## src/rtl/alu_mdu_seq_if.sv

```systemverilog
// Issue/result bus of the EX-stage ALU/MDU: operand handshake, result handshake,
// pipeline flush and busy status.
interface alu_mdu_seq_if #(
  parameter int unsigned XLEN = 32
);
  logic            flush;
  logic            in_valid;
  logic            in_ready;
  logic [4:0]      op;
  logic [XLEN-1:0] a;
  logic [XLEN-1:0] b;
  logic            out_valid;
  logic            out_ready;
  logic [XLEN-1:0] result;
  logic            err;
  logic            busy;

  modport master (
    output flush, in_valid, op, a, b, out_ready,
    input  in_ready, out_valid, result, err, busy
  );

  modport slave (
    input  flush, in_valid, op, a, b, out_ready,
    output in_ready, out_valid, result, err, busy
  );
endinterface

```

## src/rtl/alu_mdu_seq.sv

```systemverilog
// RV32/RV64 execute unit: single-cycle base ALU ops plus iterative (1 bit/cycle)
// multiply and divide behind valid/ready handshakes, one op in flight.
module alu_mdu_seq #(
  parameter int unsigned XLEN   = 32,
  parameter bit          MUL_EN = 1'b1,
  parameter bit          DIV_EN = 1'b1
) (
  input  logic         clk,
  input  logic         rst_n,
  alu_mdu_seq_if.slave io
);
  localparam int unsigned SW = $clog2(XLEN);

  typedef enum logic [1:0] {S_IDLE, S_MUL, S_DIV, S_DONE} state_e;

  typedef enum logic [4:0] {
    OP_ADD    = 5'd0,  OP_SUB  = 5'd1,  OP_AND    = 5'd2,  OP_OR    = 5'd3,
    OP_XOR    = 5'd4,  OP_SLT  = 5'd5,  OP_SLTU   = 5'd6,  OP_SLL   = 5'd7,
    OP_SRL    = 5'd8,  OP_SRA  = 5'd9,  OP_NOP    = 5'd10,
    OP_MUL    = 5'd16, OP_MULH = 5'd17, OP_MULHSU = 5'd18, OP_MULHU = 5'd19,
    OP_DIV    = 5'd20, OP_DIVU = 5'd21, OP_REM    = 5'd22, OP_REMU  = 5'd23
  } op_e;

  state_e          state_q, state_d;
  logic [SW-1:0]   cnt_q, cnt_d;
  logic [4:0]      op_q, op_d;
  logic [XLEN-1:0] hi_q, hi_d;
  logic [XLEN-1:0] lo_q, lo_d;
  logic [XLEN-1:0] opnd_q, opnd_d;
  logic            neg_q, neg_d;
  logic            neg_rem_q, neg_rem_d;
  logic            out_valid_q, out_valid_d;
  logic            err_q, err_d;
  logic [XLEN-1:0] result_q, result_d;

  logic            in_ready;
  logic            accept;
  logic            is_base, is_mul, is_div;
  logic            a_sgn, b_sgn, a_neg, b_neg, div_ovf;
  logic [XLEN-1:0] a_mag, b_mag;
  logic [SW-1:0]   shamt;
  logic [XLEN-1:0] base_res;
  logic [XLEN:0]   mul_sum, div_sh, div_diff;
  logic [XLEN-1:0] step_hi, step_lo;
  logic [2*XLEN-1:0] prod, prod_fix;
  logic [XLEN-1:0] final_res;

  assign in_ready = rst_n && (state_q == S_IDLE) && (!out_valid_q || io.out_ready)
                    && !io.flush;
  assign accept   = io.in_valid && in_ready;

  assign io.in_ready  = in_ready;
  assign io.out_valid = out_valid_q;
  assign io.result    = result_q;
  assign io.err       = err_q;
  assign io.busy      = (state_q != S_IDLE);

  // Opcode classification and operand magnitudes for the signed M-ops
  always_comb begin
    is_base = (io.op <= OP_NOP);
    is_mul  = (io.op[4:2] == 3'b100);
    is_div  = (io.op[4:2] == 3'b101);
    a_sgn   = (io.op == OP_MULH) || (io.op == OP_MULHSU) ||
              (io.op == OP_DIV)  || (io.op == OP_REM);
    b_sgn   = (io.op == OP_MULH) || (io.op == OP_DIV) || (io.op == OP_REM);
    a_neg   = a_sgn && io.a[XLEN-1];
    b_neg   = b_sgn && io.b[XLEN-1];
    a_mag   = a_neg ? (~io.a + 1'b1) : io.a;
    b_mag   = b_neg ? (~io.b + 1'b1) : io.b;
    div_ovf = b_sgn && (io.a == {1'b1, {(XLEN-1){1'b0}}}) && (io.b == '1);
  end

  always_comb begin
    shamt    = io.b[SW-1:0];
    base_res = '0;
    case (io.op)
      OP_ADD:  base_res = io.a + io.b;
      OP_SUB:  base_res = io.a - io.b;
      OP_AND:  base_res = io.a & io.b;
      OP_OR:   base_res = io.a | io.b;
      OP_XOR:  base_res = io.a ^ io.b;
      OP_SLT:  base_res = {{(XLEN-1){1'b0}}, ($signed(io.a) < $signed(io.b))};
      OP_SLTU: base_res = {{(XLEN-1){1'b0}}, (io.a < io.b)};
      OP_SLL:  base_res = io.a << shamt;
      OP_SRL:  base_res = io.a >> shamt;
      OP_SRA:  base_res = XLEN'($signed(io.a) >>> shamt);
      default: base_res = '0;
    endcase
  end

  // One iteration: shift-add multiply (product in {hi,lo}) or restoring divide
  // (remainder in hi, quotient shifted into lo). op_q[2] selects divide.
  always_comb begin
    mul_sum  = {1'b0, hi_q} + (lo_q[0] ? {1'b0, opnd_q} : '0);
    div_sh   = {hi_q, lo_q[XLEN-1]};
    div_diff = div_sh - {1'b0, opnd_q};
    if (!op_q[2]) begin
      step_hi = mul_sum[XLEN:1];
      step_lo = {mul_sum[0], lo_q[XLEN-1:1]};
    end else if (!div_diff[XLEN]) begin
      step_hi = div_diff[XLEN-1:0];
      step_lo = {lo_q[XLEN-2:0], 1'b1};
    end else begin
      step_hi = div_sh[XLEN-1:0];
      step_lo = {lo_q[XLEN-2:0], 1'b0};
    end
  end

  // The last iteration is folded into DONE together with sign correction so the
  // result register loads XLEN cycles after the first iteration.
  always_comb begin
    prod     = {step_hi, step_lo};
    prod_fix = neg_q ? (~prod + 1'b1) : prod;
    case (op_q)
      OP_MUL:                       final_res = prod_fix[XLEN-1:0];
      OP_MULH, OP_MULHSU, OP_MULHU: final_res = prod_fix[2*XLEN-1:XLEN];
      OP_DIV, OP_DIVU:              final_res = neg_q ? (~step_lo + 1'b1) : step_lo;
      OP_REM, OP_REMU:              final_res = neg_rem_q ? (~step_hi + 1'b1) : step_hi;
      default:                      final_res = '0;
    endcase
  end

  always_comb begin
    state_d     = state_q;
    cnt_d       = cnt_q;
    op_d        = op_q;
    hi_d        = hi_q;
    lo_d        = lo_q;
    opnd_d      = opnd_q;
    neg_d       = neg_q;
    neg_rem_d   = neg_rem_q;
    out_valid_d = out_valid_q && !io.out_ready;
    result_d    = result_q;
    err_d       = err_q;

    case (state_q)
      S_IDLE: begin
        if (accept) begin
          op_d = io.op;
          if (is_base) begin
            result_d    = base_res;
            err_d       = 1'b0;
            out_valid_d = 1'b1;
          end else if (is_mul && MUL_EN) begin
            state_d   = S_MUL;
            cnt_d     = '0;
            hi_d      = '0;
            lo_d      = b_mag;
            opnd_d    = a_mag;
            neg_d     = a_neg ^ b_neg;
            neg_rem_d = 1'b0;
          end else if (is_div && DIV_EN) begin
            if (io.b == '0) begin
              result_d    = io.op[1] ? io.a : '1;
              err_d       = 1'b0;
              out_valid_d = 1'b1;
            end else if (div_ovf) begin
              result_d    = io.op[1] ? '0 : io.a;
              err_d       = 1'b0;
              out_valid_d = 1'b1;
            end else begin
              state_d   = S_DIV;
              cnt_d     = '0;
              hi_d      = '0;
              lo_d      = a_mag;
              opnd_d    = b_mag;
              neg_d     = a_neg ^ b_neg;
              neg_rem_d = a_neg;
            end
          end else begin
            result_d    = '0;
            err_d       = 1'b1;
            out_valid_d = 1'b1;
          end
        end
      end
      S_MUL, S_DIV: begin
        hi_d  = step_hi;
        lo_d  = step_lo;
        cnt_d = cnt_q + 1'b1;
        if (cnt_q == SW'(XLEN-2)) state_d = S_DONE;
      end
      S_DONE: begin
        if (!out_valid_q || io.out_ready) begin
          result_d    = final_res;
          err_d       = 1'b0;
          out_valid_d = 1'b1;
          state_d     = S_IDLE;
        end
      end
      default: state_d = S_IDLE;
    endcase

    if (io.flush) begin
      state_d     = S_IDLE;
      out_valid_d = 1'b0;
    end
  end

  always_ff @(posedge clk) begin
    if (!rst_n) begin
      state_q     <= S_IDLE;
      cnt_q       <= '0;
      op_q        <= '0;
      hi_q        <= '0;
      lo_q        <= '0;
      opnd_q      <= '0;
      neg_q       <= 1'b0;
      neg_rem_q   <= 1'b0;
      out_valid_q <= 1'b0;
      result_q    <= '0;
      err_q       <= 1'b0;
    end else begin
      state_q     <= state_d;
      cnt_q       <= cnt_d;
      op_q        <= op_d;
      hi_q        <= hi_d;
      lo_q        <= lo_d;
      opnd_q      <= opnd_d;
      neg_q       <= neg_d;
      neg_rem_q   <= neg_rem_d;
      out_valid_q <= out_valid_d;
      result_q    <= result_d;
      err_q       <= err_d;
    end
  end

  // in_ready only opens with the output register free, so DONE never stalls.
  a_done_no_stall: assert property (@(posedge clk) disable iff (!rst_n)
    (state_q == S_DONE) |-> (!out_valid_q || io.out_ready));

endmodule

```

## src/flat_wrapper.sv

```systemverilog
// flat-port wrapper written by rule: the top's interface ports become plain ports
module alu_mdu_seq_flat 
#(
  parameter int unsigned XLEN   = 32,
  parameter bit          MUL_EN = 1'b1,
  parameter bit          DIV_EN = 1'b1
)
  (clk, rst_n, io_flush, io_in_valid, io_op, io_a, io_b, io_out_ready, io_in_ready, io_out_valid, io_result, io_err, io_busy);
  alu_mdu_seq_if #(.XLEN(XLEN)) io_i ();
  input  logic clk;
  input  logic rst_n;
  input wire logic [$bits(io_i.flush)-1:0] io_flush;
  input wire logic [$bits(io_i.in_valid)-1:0] io_in_valid;
  input wire logic [$bits(io_i.op)-1:0] io_op;
  input wire logic [$bits(io_i.a)-1:0] io_a;
  input wire logic [$bits(io_i.b)-1:0] io_b;
  input wire logic [$bits(io_i.out_ready)-1:0] io_out_ready;
  output wire logic [$bits(io_i.in_ready)-1:0] io_in_ready;
  output wire logic [$bits(io_i.out_valid)-1:0] io_out_valid;
  output wire logic [$bits(io_i.result)-1:0] io_result;
  output wire logic [$bits(io_i.err)-1:0] io_err;
  output wire logic [$bits(io_i.busy)-1:0] io_busy;
  assign io_i.flush = io_flush;
  assign io_i.in_valid = io_in_valid;
  assign io_i.op = io_op;
  assign io_i.a = io_a;
  assign io_i.b = io_b;
  assign io_i.out_ready = io_out_ready;
  assign io_in_ready = io_i.in_ready;
  assign io_out_valid = io_i.out_valid;
  assign io_result = io_i.result;
  assign io_err = io_i.err;
  assign io_busy = io_i.busy;
  alu_mdu_seq #(.XLEN(XLEN), .MUL_EN(MUL_EN), .DIV_EN(DIV_EN)) u_core (.clk(clk), .rst_n(rst_n), .io(io_i));
endmodule
```

## config.mk

```make
export PLATFORM = sky130hd
export DESIGN_NAME = alu_mdu_seq_flat
export DESIGN_NICKNAME = d
export VERILOG_FILES = /design/src/rtl/alu_mdu_seq_if.sv /design/src/rtl/alu_mdu_seq.sv /design/src/flat_wrapper.sv
export SDC_FILE = /design/constraint.sdc
export NUM_CORES = 1
export LEC_CHECK = 0
export CAP_MARGIN = 20
export CORE_ASPECT_RATIO = 0.75
export CORE_MARGIN = 10
export CORE_UTILIZATION = 45
export DETAILED_ROUTE_END_ITERATION = 10
export PLACE_DENSITY = 0.6
export SKIP_LAST_GASP = 1
export SYNTH_ARGS = -nofsm -noshare
export SYNTH_HDL_FRONTEND = slang
export SYNTH_SLANG_ARGS = --single-unit
```

## constraint.sdc

```tcl
create_clock -name clk -period 6.56 [get_ports clk]
set_clock_uncertainty 0.2 [all_clocks]
set_input_delay 1.312 -clock clk [delete_from_list [all_inputs] [get_ports clk]]
set_output_delay 1.312 -clock clk [all_outputs]
set_load 0.01 [all_outputs]
```

==> impl_metrics.toml <==
[run_status]
status = "completed"

[final_layout]
drive_gt1_share_pct = 7.805
nets = 3785
area_delta_synth_final_pct = 11.55
layout_commonest_cell = "nor2_1"
final_cell_mix = "398 x nor2_1, 352 x a21oi_1, 352 x nand2_1"
postLayoutCoreUtil_pct = 51.13

[timing]
relSlewSlack_pct = 19.85
fin_crit_ns = 6.310
layout_setup_ws_ns = 0.2504
final_max_slew_viol_count = 0
period_share_pct = 96.18
fmax_mhz = 158.5
rsz0062_at_grt = "no"
setup_viol = 0
hold_violations = 0
tightest_slew_ns = 1.196
setup_tns_ns = 0

[routing]
wire_per_inst_microns = 28.65
wl_met2_microns = 44740
via_per_inst = 6.877
routed.top_layer = "met5"
route.detailed.drc = 0
first_iter_violations = 5075
wl_met3_microns = 19330
ant_nets = 0
num_vias = 29260
dr.pass1.iters = 6
routed_wl_microns = 121900
wl_met1_microns = 53740

[die]
row_count = 72
start_util_pct = 45.83
core_sq_um = 51890
die_h_microns = 219.1
die_area_sq_um = 62540
io_pins = 110
fp.dieW_microns = 285.5

[synthesis]
ys_seq_area_share_pct = 12.12
synth_cells = 3533
synth_edf_count = 0
ys.flop_type = "dfxtp_1"
synth.area.top_cells = "dfxtp_1 12%, ha_1 9.0%, a21oi_1 7.4%"
async_flop_share_pct = 0
synth_area_per_cell_sq_um = 6.732
synth.distinct_cells = 95
ys_ff_latch = 144
synth_top_area_share_pct = 12.12
syn_area_sq_um = 23780
yosysTopAreaCell = "dfxtp_1"
ys_warn_count = 0
postSynthNetCount = 3782

[power_and_ir_drop]
swShare_pct = 45.06
p_clk_share_pct = 28.9
power.switching_mw = 1.635
combPwrFrac_pct = 45.7
p_seq_share_pct = 25.4
ir_drop_mv = 0.1683
power.density_nw_per_um2 = 136.8
p_leak_nw = 10.79
internal_power_mw = 1.994

[place]
io_buffers = 109
place_hpwl_microns = 96520
pre_cts_ws_ns = -0.2063
gp_congestion = 1.099

[grt]
track_usage_pct = 37.03
grt_pass1_vias = 26250
overflow = 0
grt_pass1_wl_microns = 177500
antenna_found_initial = 7
grt_max_degree = 78

[critical_path]
end_kind = "flip-flop"
critPathLaunchType = "input pin"
critPathKind = "input pin to flip-flop"
crit_fanout = 6
crit_required_ns = 6.70
arrival_ns = 6.45

[cts]
clk_pin_slew_ns = 0.07
htree_num_levels = 4
root_buffer = "clkbuf_16"
clock_path_buffers = 2
insertion_delay_ns = 0.46
numClockSinks = 144
cts_made_buffers = 17
cts_tree = "done"

[run]
cap_violations = 0

[worst_hold_path]
worstHoldPathType = "flip-flop to flip-flop"
-- what timing repair did --
| action | CTS | global route |
|---|---|---|
| gates resized for setup | 2 | 5 |
| buffers inserted | 0 | 1 |
| pin swaps | 0 | 0 |
| hold buffers | 0 | 0 |
| endpoints found under the setup margin | 6 | 9 |
-- cell type report --
class                   count  area, sq um
clock inverters            15        186.4
clock buffers              17        425.4
fillers                  5230        25360
multi-input cells        2958        19350
diodes                      2        5.005
flip-flops and latches    144         2887
well taps                 703        879.6
repair buffers            251         2182
inverters                 164        615.6
-- worst paths after layout --
| check | startpoint | end | slack, ns | depth (start not counted) |
|---|---|---|---|---|
| worst min register to register | u_core.state_q[1] | u_core.state_q[1] | 0.28 | 2 |
| worst min-delay path | u_core.state_q[1] | u_core.state_q[1] | 0.28 | 2 |
| worst max-delay path | io_a[0] | u_core.io.result[30] | 0.25 | 17 |
| worst max register to register | u_core.lo_q[31] | u_core.io.result[26] | 0.35 | 22 |
-- per-layer routing --
layer	vias to the layer above	global-route usage, %
li1	12870	-
met1	13900	54.99
met2	2220	47.96
met3	261	13.00
met4	6	10.81
met5	-	1.404
-- power groups by stage --
stage	Clock [mW]	Combinational [mW]	Sequential (mW)
finish	1.05	1.66	0.923
global route	1.09	1.74	0.923
floorplan	0	0.980	0.928
detailed placement	0	1.55	0.941
CTS	1.05	1.57	0.921
global placement	0	1.54	0.940
-- worst max-delay path, stage by stage --
cell and delay [ns]:
clkdlybuf4s50_1 0.54, buf_4 0.22, ha_1 0.24, fa_1 0.42
a21oi_1 0.17, o21bai_1 0.12, a21boi_0 0.44, o32ai_1 0.27
a221oi_1 0.64, a21oi_1 0.23, a21o_1 0.24, a21o_1 0.22
a311o_1 0.32, a2111oi_0 0.42, a211oi_1 0.12, xor2_1 0.17
a311o_1 0.36
-- flip-flops by register name, indices dropped and copies added, names as in the netlist --
signal               count
u_core.op_q              5
u_core.cnt_q             5
u_core.io.result        32
u_core.io.err            1
u_core.opnd_q           32
u_core.hi_q             32
u_core.lo_q             32
u_core.state_q           2
u_core.io.out_valid      1
u_core.neg_q             1
u_core.neg_rem_q         1
-- synthesized netlist by cell type (73+ instances only) --
library cell and n:
ha_1 171, nand3_1 88, a211oi_1 73, nand2_1 352, dfxtp_1 144, clkbuf_1 208, o21ai_0 272, nor2_1 400
nor3_1 78, mux2i_1 118, inv_1 158, a21oi_1 353, xnor2_1 140
-- kinds of logic (layout without fill, tap and decap cells) --
family                     Yosys count  in the layout  synth area share, %
and+or+nand+nor                   1222           1222                24.01
AOI/OAI and AO/OA                 1214           1214                33.15
buffers and inverters              431            447                7.023
xor gates and xnor gates           206            206                7.744
adders and majority gates          175            175                9.333
DFF                                144            144                12.12
muxes                              141            141                6.624
other                                0              2                    0
-- through the flow --
stage                     hold slack [ns]  cell area, sq um  power, mW  instances
final                              0.2827             26530      3.629       4254
after global routing               0.3355             26520      3.756       4252
after CTS                          0.2853             26490      3.537       4251
after detailed placement           0.2759             25870      2.494       4219
after global placement             0.2592             25870      2.484       4219
after floorplan                    0.2486             23780      1.908       3533
(Power assumes the default switching activity.)
